==> config.mk <==
export PLATFORM = sky130hd
export DESIGN_NAME = activation_stream_unit
export DESIGN_NICKNAME = d
export VERILOG_FILES = /design/src/rtl/act_pkg.sv /design/src/rtl/act_lane.sv /design/src/rtl/activation_stream_unit.sv
export SDC_FILE = /design/constraint.sdc
export NUM_CORES = 1
export LEC_CHECK = 0
export CORE_MARGIN = 5
export CORE_UTILIZATION = 45
export CTS_CLUSTER_DIAMETER = 30
export CTS_CLUSTER_SIZE = 20
export DETAILED_ROUTE_END_ITERATION = 10
export GPL_ROUTABILITY_DRIVEN = 0
export PLACE_DENSITY = 0.75
export SYNTH_ARGS = -nofsm -noshare
export SYNTH_HDL_FRONTEND = slang
export SYNTH_SLANG_ARGS = --single-unit
==> constraint.sdc <==
create_clock -name clk -period 3.2 [get_ports clk]
set_input_delay 0.48 -clock clk [delete_from_list [all_inputs] [get_ports clk]]
set_output_delay 0.48 -clock clk [all_outputs]
set_load 0.1 [all_outputs]
==> src/rtl/act_pkg.sv <==
`default_nettype none
// +----------------------------------------------------------------------------+
// | act_pkg                                                                    |
// | Shared mode encodings and FSM state type for the activation stream unit.   |
// | Revision: 1.0                                                              |
// +----------------------------------------------------------------------------+
package act_pkg;

  localparam logic [1:0] ACT_IDENTITY = 2'd0;
  localparam logic [1:0] ACT_RELU     = 2'd1;
  localparam logic [1:0] ACT_LEAKY    = 2'd2;
  localparam logic [1:0] ACT_CLIP     = 2'd3;

  typedef enum logic [1:0] {
    ST_IDLE = 2'd0,
    ST_RUN  = 2'd1,
    ST_DONE = 2'd2
  } act_state_t;

endpackage : act_pkg
`default_nettype wire

==> src/rtl/act_lane.sv <==
`default_nettype none
// +----------------------------------------------------------------------------+
// | act_lane                                                                   |
// | Combinational per-element activation (identity/ReLU/leaky/clipped ReLU).   |
// | Revision: 1.0                                                              |
// +----------------------------------------------------------------------------+
module act_lane
  import act_pkg::*;
#(
  parameter int DATA_WIDTH  = 8,
  parameter int LEAKY_SHIFT = 3
) (
  input  logic [1:0]                   mode,
  input  logic signed [DATA_WIDTH-1:0] clip_max,
  input  logic signed [DATA_WIDTH-1:0] x,
  output logic signed [DATA_WIDTH-1:0] y
);

  logic signed [DATA_WIDTH-1:0] clip_lim;
  logic                         x_neg;

  always_comb begin
    // A negative ceiling collapses the clip window to zero.
    clip_lim = clip_max[DATA_WIDTH-1] ? '0 : clip_max;
    x_neg    = x[DATA_WIDTH-1];
    y        = x;
    case (mode)
      ACT_IDENTITY: y = x;
      ACT_RELU: begin
        if (x_neg) y = '0;
      end
      ACT_LEAKY: begin
        if (x_neg) y = x >>> LEAKY_SHIFT;
      end
      ACT_CLIP: begin
        if (x_neg)              y = '0;
        else if (x > clip_lim)  y = clip_lim;
      end
      default: y = x;
    endcase
  end

endmodule : act_lane
`default_nettype wire

==> src/rtl/activation_stream_unit.sv <==
`default_nettype none
// +----------------------------------------------------------------------------+
// | activation_stream_unit                                                     |
// | Streams a tensor through per-lane activations with 1-cycle latency.        |
// | Optional macro ACT_SPARSITY_EN adds a zero-element counter (zero_count).   |
// | Revision: 1.0                                                              |
// +----------------------------------------------------------------------------+
module activation_stream_unit
  import act_pkg::*;
#(
  parameter int DATA_WIDTH   = 8,
  parameter int LANES        = 4,
  parameter int NUM_ELEMENTS = 16,
  parameter int LEAKY_SHIFT  = 3
) (
  input  logic                        clk,
  input  logic                        rst,
  input  logic                        start,
  input  logic [1:0]                  mode,
  input  logic [DATA_WIDTH-1:0]       clip_max,
  output logic                        busy,
  output logic                        done,
  input  logic                        in_valid,
  output logic                        in_ready,
  input  logic [LANES*DATA_WIDTH-1:0] in_data,
  output logic                        out_valid,
  input  logic                        out_ready,
  output logic [LANES*DATA_WIDTH-1:0] out_data,
  output logic                        out_last
`ifdef ACT_SPARSITY_EN
  ,
  output logic [$clog2(NUM_ELEMENTS+1)-1:0] zero_count
`endif
);

  localparam int             BEATS  = NUM_ELEMENTS / LANES;
  localparam int             CW     = $clog2(BEATS + 1);
  localparam logic [CW-1:0]  BEATS_C = CW'(BEATS);
  localparam logic [CW-1:0]  LAST_C  = CW'(BEATS - 1);

  act_state_t                  state_q, state_d;
  logic [CW-1:0]               in_count_q, in_count_d;
  logic [CW-1:0]               out_count_q, out_count_d;
  logic [1:0]                  mode_q, mode_d;
  logic [DATA_WIDTH-1:0]       clip_q, clip_d;
  logic                        out_valid_q, out_valid_d;
  logic [LANES*DATA_WIDTH-1:0] out_data_q, out_data_d;
  logic [LANES*DATA_WIDTH-1:0] lane_data;
  logic                        in_fire;
  logic                        out_fire;

  genvar gi;
  generate
    for (gi = 0; gi < LANES; gi++) begin : g_lane
      act_lane #(
        .DATA_WIDTH (DATA_WIDTH),
        .LEAKY_SHIFT(LEAKY_SHIFT)
      ) u_lane (
        .mode    (mode_q),
        .clip_max(clip_q),
        .x       (in_data[gi*DATA_WIDTH +: DATA_WIDTH]),
        .y       (lane_data[gi*DATA_WIDTH +: DATA_WIDTH])
      );
    end
  endgenerate

  assign busy      = (state_q == ST_RUN);
  assign done      = (state_q == ST_DONE);
  assign out_valid = out_valid_q;
  assign out_data  = out_data_q;
  // The last beat is recognised by its position, so it stays stable during a stall.
  assign out_last  = out_valid_q && (out_count_q == LAST_C);
  assign in_ready  = (state_q == ST_RUN) && (in_count_q < BEATS_C)
                     && (!out_valid_q || out_ready);
  assign in_fire   = in_valid && in_ready;
  assign out_fire  = out_valid_q && out_ready;

  always_comb begin
    state_d     = state_q;
    in_count_d  = in_count_q;
    out_count_d = out_count_q;
    mode_d      = mode_q;
    clip_d      = clip_q;
    out_valid_d = out_valid_q;
    out_data_d  = out_data_q;

    if (in_fire) begin
      out_valid_d = 1'b1;
      out_data_d  = lane_data;
      in_count_d  = in_count_q + CW'(1);
    end else if (out_fire) begin
      out_valid_d = 1'b0;
    end
    if (out_fire) out_count_d = out_count_q + CW'(1);

    case (state_q)
      ST_IDLE: begin
        if (start) begin
          state_d     = ST_RUN;
          mode_d      = mode;
          clip_d      = clip_max;
          in_count_d  = '0;
          out_count_d = '0;
        end
      end
      ST_RUN: begin
        if (out_fire && out_last) state_d = ST_DONE;
      end
      ST_DONE: begin
        state_d     = ST_IDLE;
        in_count_d  = '0;
        out_count_d = '0;
      end
      default: state_d = ST_IDLE;
    endcase
  end

  always_ff @(posedge clk or posedge rst) begin
    if (rst) begin
      state_q     <= ST_IDLE;
      in_count_q  <= '0;
      out_count_q <= '0;
      mode_q      <= ACT_IDENTITY;
      clip_q      <= '0;
      out_valid_q <= 1'b0;
      out_data_q  <= '0;
    end else begin
      state_q     <= state_d;
      in_count_q  <= in_count_d;
      out_count_q <= out_count_d;
      mode_q      <= mode_d;
      clip_q      <= clip_d;
      out_valid_q <= out_valid_d;
      out_data_q  <= out_data_d;
    end
  end

`ifdef ACT_SPARSITY_EN
  localparam int ZW = $clog2(NUM_ELEMENTS + 1);

  logic [ZW-1:0] zero_count_q, zero_count_d;

  always_comb begin
    zero_count_d = zero_count_q;
    if (state_q == ST_IDLE && start) begin
      zero_count_d = '0;
    end else if (in_fire) begin
      for (int i = 0; i < LANES; i++) begin
        zero_count_d = zero_count_d
                       + ZW'(lane_data[i*DATA_WIDTH +: DATA_WIDTH] == '0);
      end
    end
  end

  always_ff @(posedge clk or posedge rst) begin
    if (rst) zero_count_q <= '0;
    else     zero_count_q <= zero_count_d;
  end

  assign zero_count = zero_count_q;
`endif

endmodule : activation_stream_unit
`default_nettype wire
## Word-level counts from Yosys, hierarchy flattened

Index checks and enable logic that the tools add are counted.

| word-level totals | value |
|---|---|
| bits in registers | 51 |
| input bits | 47 |
| logic and storage cells | 67 |

| cells by class | value |
|---|---|
| $add $sub $neg | 2 |
| magnitude comparators | 5 |
| equal/unequal tests | 8 |
| muxes and demuxes | 32 |
| reduce and logical (&&, ||, !) cells | 13 |

Operators with widths:

| kind | count |
|---|---|
| $pmux W8 S4 | 4 |
| $mux W8 | 12 |
| $mux W7 | 5 |
| $gt A8 B8 Y1 | 4 |
| $mux W3 | 4 |
| $pmux W3 S2 | 2 |
| $add A3 B1 Y3 const B | 2 |
| $eq A2 B2 Y1 const B | 3 |
| $logic_and A1 B1 Y1 | 6 |
| $eq A2 B1 Y1 const B | 2 |
| $logic_not A2 Y1 | 2 |
| $mux W2 | 2 |
| $pmux W2 S2 | 1 |
| $reduce_and A2 Y1 | 2 |
| $eq A3 B2 Y1 const B | 1 |
| $lt A3 B3 Y1 const B | 1 |
| $mux W1 | 2 |
| $ne A2 B1 Y1 const B | 1 |
| $ne A2 B2 Y1 const B | 1 |
| $reduce_bool A2 Y1 | 1 |
| $logic_not A1 Y1 | 1 |
| $logic_or A1 B1 Y1 | 1 |

## Longest topological paths before layout

| logic depth | value |
|---|---|
| depth after elaboration | 7 |
| depth in mapped cells | 9 |
| gate-level depth less buffers | 8 |

## Cells and area by module

A second synthesis with hierarchy kept.

| second synthesis, totals | value |
|---|---|
| cell total of the unflattened synthesis | 524 |
| area total of the unflattened synthesis | 4719.5 µm² |

Modules (own cells, without submodules):

| module | times used | cells an instance | area an instance (µm²) | seq. area each (µm²) |
|---|---|---|---|---|
| act_lane | 4 | 97 | 644.4 | 0.0 |
| activation_stream_unit | 1 | 136 | 2142.1 | 1276.2 |

## Worst setup path after synthesis

OpenSTA, ideal clock, no wires.

| timing path | value |
|---|---|
| kind | register -> register |
| from | register clip_q[7] |
| to | register out_data_q[10] (netlist: out_data[10]) |
| setup time | 0.082 ns |
| arrival time | 2.365 ns |
| slack | 0.753 ns |
| stages on the path, launching flop included | 9 |
| path buffers | 0 |
| cell sequence | dfrtp_1 -> nor2b_1 -> inv_1 -> ha_1 -> nand2_1 -> o21ai_0 -> a311oi_2 -> mux2_2 -> a31oi_1 |

| on the way | value |
|---|---|
| cells in the longest elaborated chain, start to end | 5 |

Ends and longest elaborated chain:

| item | RTL line | source |
|---|---|---|
| from (decl) | activation_stream_unit.sv:45 | `logic [DATA_WIDTH-1:0] clip_q, clip_d;` |
| from (signal assigned) | activation_stream_unit.sv:132 | `clip_q <= clip_d;` |
| $mux W7 * | act_lane.sv:24 | `clip_lim = clip_max[DATA_WIDTH-1] ? '0 : clip_max;` |
| $gt A8 B8 Y1 | act_lane.sv:37 | `else if (x > clip_lim) y = clip_lim;` |
| $mux W8 * | act_lane.sv:37 |  |
| $mux W8 * | act_lane.sv:36 | `if (x_neg) y = '0;` |
| $pmux W8 S4 * | act_lane.sv:27 | `case (mode)` |
| to (signal assigned) | activation_stream_unit.sv:134 | `out_data_q <= out_data_d;` |
| to (decl) | activation_stream_unit.sv:47 | `logic [LANES*DATA_WIDTH-1:0] out_data_q, out_data_d;` |

Every way passes the cells marked *; elsewhere a longest branch is shown, timed or not.
A chain may end at the register's enable or synchronous reset.

## Worst setup path after layout

Same ends and word-level chain as after synthesis.

==> flow_metrics.env <==
export IMPL_worstSkewPairLatency_ns=0.31
export IMPL_clock_sinks=51
export IMPL_p_leak_uw=0.00219
export IMPL_cp_max_fo=10
export IMPL_synthCells=500
export IMPL_clock_path_buffers=2
export IMPL_finalHoldViolCount=0
export IMPL_grt_overflow=0
export IMPL_finalSetupTns_ns=0
export IMPL_syn_to_final_growth_pct=24.3
export IMPL_status="finished clean"
export IMPL_dp_slack_ns=0.276
export IMPL_wl_mm=12.7
export IMPL_num_rows=35
export IMPL_vias_per_cell=5.89
export IMPL_p_per_area_mw_per_mm2=1120
export IMPL_min_period_over_period_pct=88.6
export IMPL_min_path_type="flip-flop to flip-flop"
export IMPL_end_kind="flip-flop"
export IMPL_track_usage_pct=22.8
export IMPL_start_util_pct=46.2
export IMPL_ys_warn_count=0
export IMPL_grt_pass1_vias=4297
export IMPL_finalNetCount=664
export IMPL_worstSetupPathType="flip-flop to flip-flop"
export IMPL_instances_no_fill=716
export IMPL_core_area_sq_mm=0.00924
export IMPL_fp_dieW_um=107
export IMPL_dieArea_sq_mm=0.0115
export IMPL_ys_ff_latch=51
export IMPL_worstMarginPinSlew_ns=0.791
export IMPL_cp_arrival_ns=3.07
export IMPL_syn_area_sq_mm=0.00427
export IMPL_cp_start_kind="flip-flop"
export IMPL_numCtsBuffers=5
export IMPL_ctsHoldBuffers=0
export IMPL_seq_area_frac_synth_pct=29.9
export IMPL_whs_ns=0.478
export IMPL_ctsRootBufferMaster="clkbuf_8"
export IMPL_drt_pass1_iterations=5
export IMPL_period_minus_slack_ns=2.84
export IMPL_peakVddDrop_mv=0.519
export IMPL_synth_most_common_cell="a21oi_1"
export IMPL_synthFlopType="dfrtp_1"
export IMPL_cts_tree="built"
export IMPL_pin_count=84
export IMPL_drv_cap=0
export IMPL_synth_common_cells="62 x a21oi_1, 55 x nand2_1, 51 x dfrtp_1"
export IMPL_drive_gt1_share_pct=18.4
export IMPL_crit_required_ns=3.43
export IMPL_ant_nets=0
export IMPL_relSlewSlack_pct=47.0
export IMPL_drc=0
export IMPL_maxSlewViolCount=0
export IMPL_grt_antenna_before_repair=0
export IMPL_die_h_um=107
export IMPL_wl_per_cell_um=17.7
export IMPL_dr_first_iter_drc_count=245
export IMPL_cts_clk_slew_worst_paths_ns=0.11
export IMPL_ctsResizeCount=0
export IMPL_fmax_ghz=0.353
export IMPL_h_tree_depth=2
export IMPL_post_route_worst_setup_slack_ns=0.364
export IMPL_clock_skew_ns=0.00756
export IMPL_async_flop_share_pct=100
export IMPL_dp_cells=708
export IMPL_io_buffer_count=83
export IMPL_final_cell_area_sq_mm=0.00531
export IMPL_synth_top_area_share_pct=29.9
export IMPL_postCtsSetupBuffers=0
export IMPL_dpl_instance_area_sq_mm=0.00522
export IMPL_synth_largest_area_cell="dfrtp_1"
export IMPL_synth_edff_count=0
export IMPL_avgSynthCellArea_sq_um=8.53
export IMPL_setup_viol=0
export IMPL_n_antenna_cell=0
export IMPL_yosys_top_cells_area="dfrtp_1 30%, ha_1 9.1%, a21oi_1 7.3%"
export IMPL_rsz0062_at_grt="no"
export IMPL_synth_fp_nets=578
export IMPL_vias=4218
export IMPL_grt_pass1_wl_mm=21.2
export IMPL_grt_max_degree=61
export IMPL_dp_hpwl_mm=9.39
export IMPL_yosysUniqueCellTypes=49
[cells in the final DEF, fill, tap and decap left out, drive strengths merged, types with 9 or more instances in the layout]
cell / instances
nor4: 18
ha: 31
nand3b: 15
mux2i: 19
nand3: 15
nand2: 55
dfrtp: 51
mux2: 14
o21ai: 21
clkdlybuf4s50: 46
nor2b: 9
inv: 20
a21oi: 62
buf: 62
o211ai: 11
nand2b: 29
nor3: 24
nor2: 11
[metrics by stage]
step / total power (uW) / utilization (%)
global route: 6290 / 57.4
global placement: 5440 / 56.5
CTS: 5940 / 57.4
finish: 5920 / 57.4
detailed placement: 5540 / 56.5
floorplan: 4450 / -
[registers in the layout, indices dropped and copies added, names as in the netlist]
signal and cells:
in_count_q 3, out_count_q 3, clip_q 8, state_q 2, out_valid 1, out_data 32, mode_q 2
[metal layers]
metal	global-route usage, %	wire [um]
met1	29.4	5410
met2	38.9	6240
met3	3.72	755
met4	7.30	290
met5	0	0
[worst max-delay path, cell delays in order (launching register included)]
cell and delay (ns):
dfrtp_1 0.48, nor2b_1 0.21, inv_1 0.19, ha_1 0.34, a21oi_1 0.15, o21ai_0 0.11, a311oi_2 0.69, mux2_2 0.41
a31oi_1 0.19
[power breakdown]
part	internal, uW	switching (uW)	total [uW]
Sequential	959	197	1160
Clock	153	234	387
Combinational	1240	3140	4380
Total	2350	3570	5920
[kinds of logic after synthesis]
kind of cell,after synthesis,synth area share [%]
adders and majority gates,31,9.09
xor gates and xnor gates,2,0.411
AOI/OAI and AO/OA,127,19.9
DFF,51,29.9
and+or+nand+nor,207,27.6
muxes,33,8.15
buffers and inverters,49,4.99
[final timing paths]
kind                            cells past startpoint  slack (ns)         start      endpoint
worst min-delay path                                2        0.48  out_data[15]  out_data[15]
worst max-delay path                                8        0.36     clip_q[7]  out_data[10]
worst max register to register                      8        0.36     clip_q[7]  out_data[10]
max in group asynchronous                           3        2.39           rst  out_data[19]
worst min register to register                      2        0.48  out_data[15]  out_data[15]
min in group asynchronous                           3        0.53           rst    state_q[0]
[final cells by class]
type | instances | area (sq um)
multi-input cells | 400 | 2780
flip-flops and latches | 51 | 1280
clock inverters | 3 | 20.0
fillers | 849 | 3940
clock buffers | 5 | 68.8
inverters | 20 | 75.1
repair buffers | 108 | 926
well taps | 129 | 161
(Power assumes the default switching activity.)
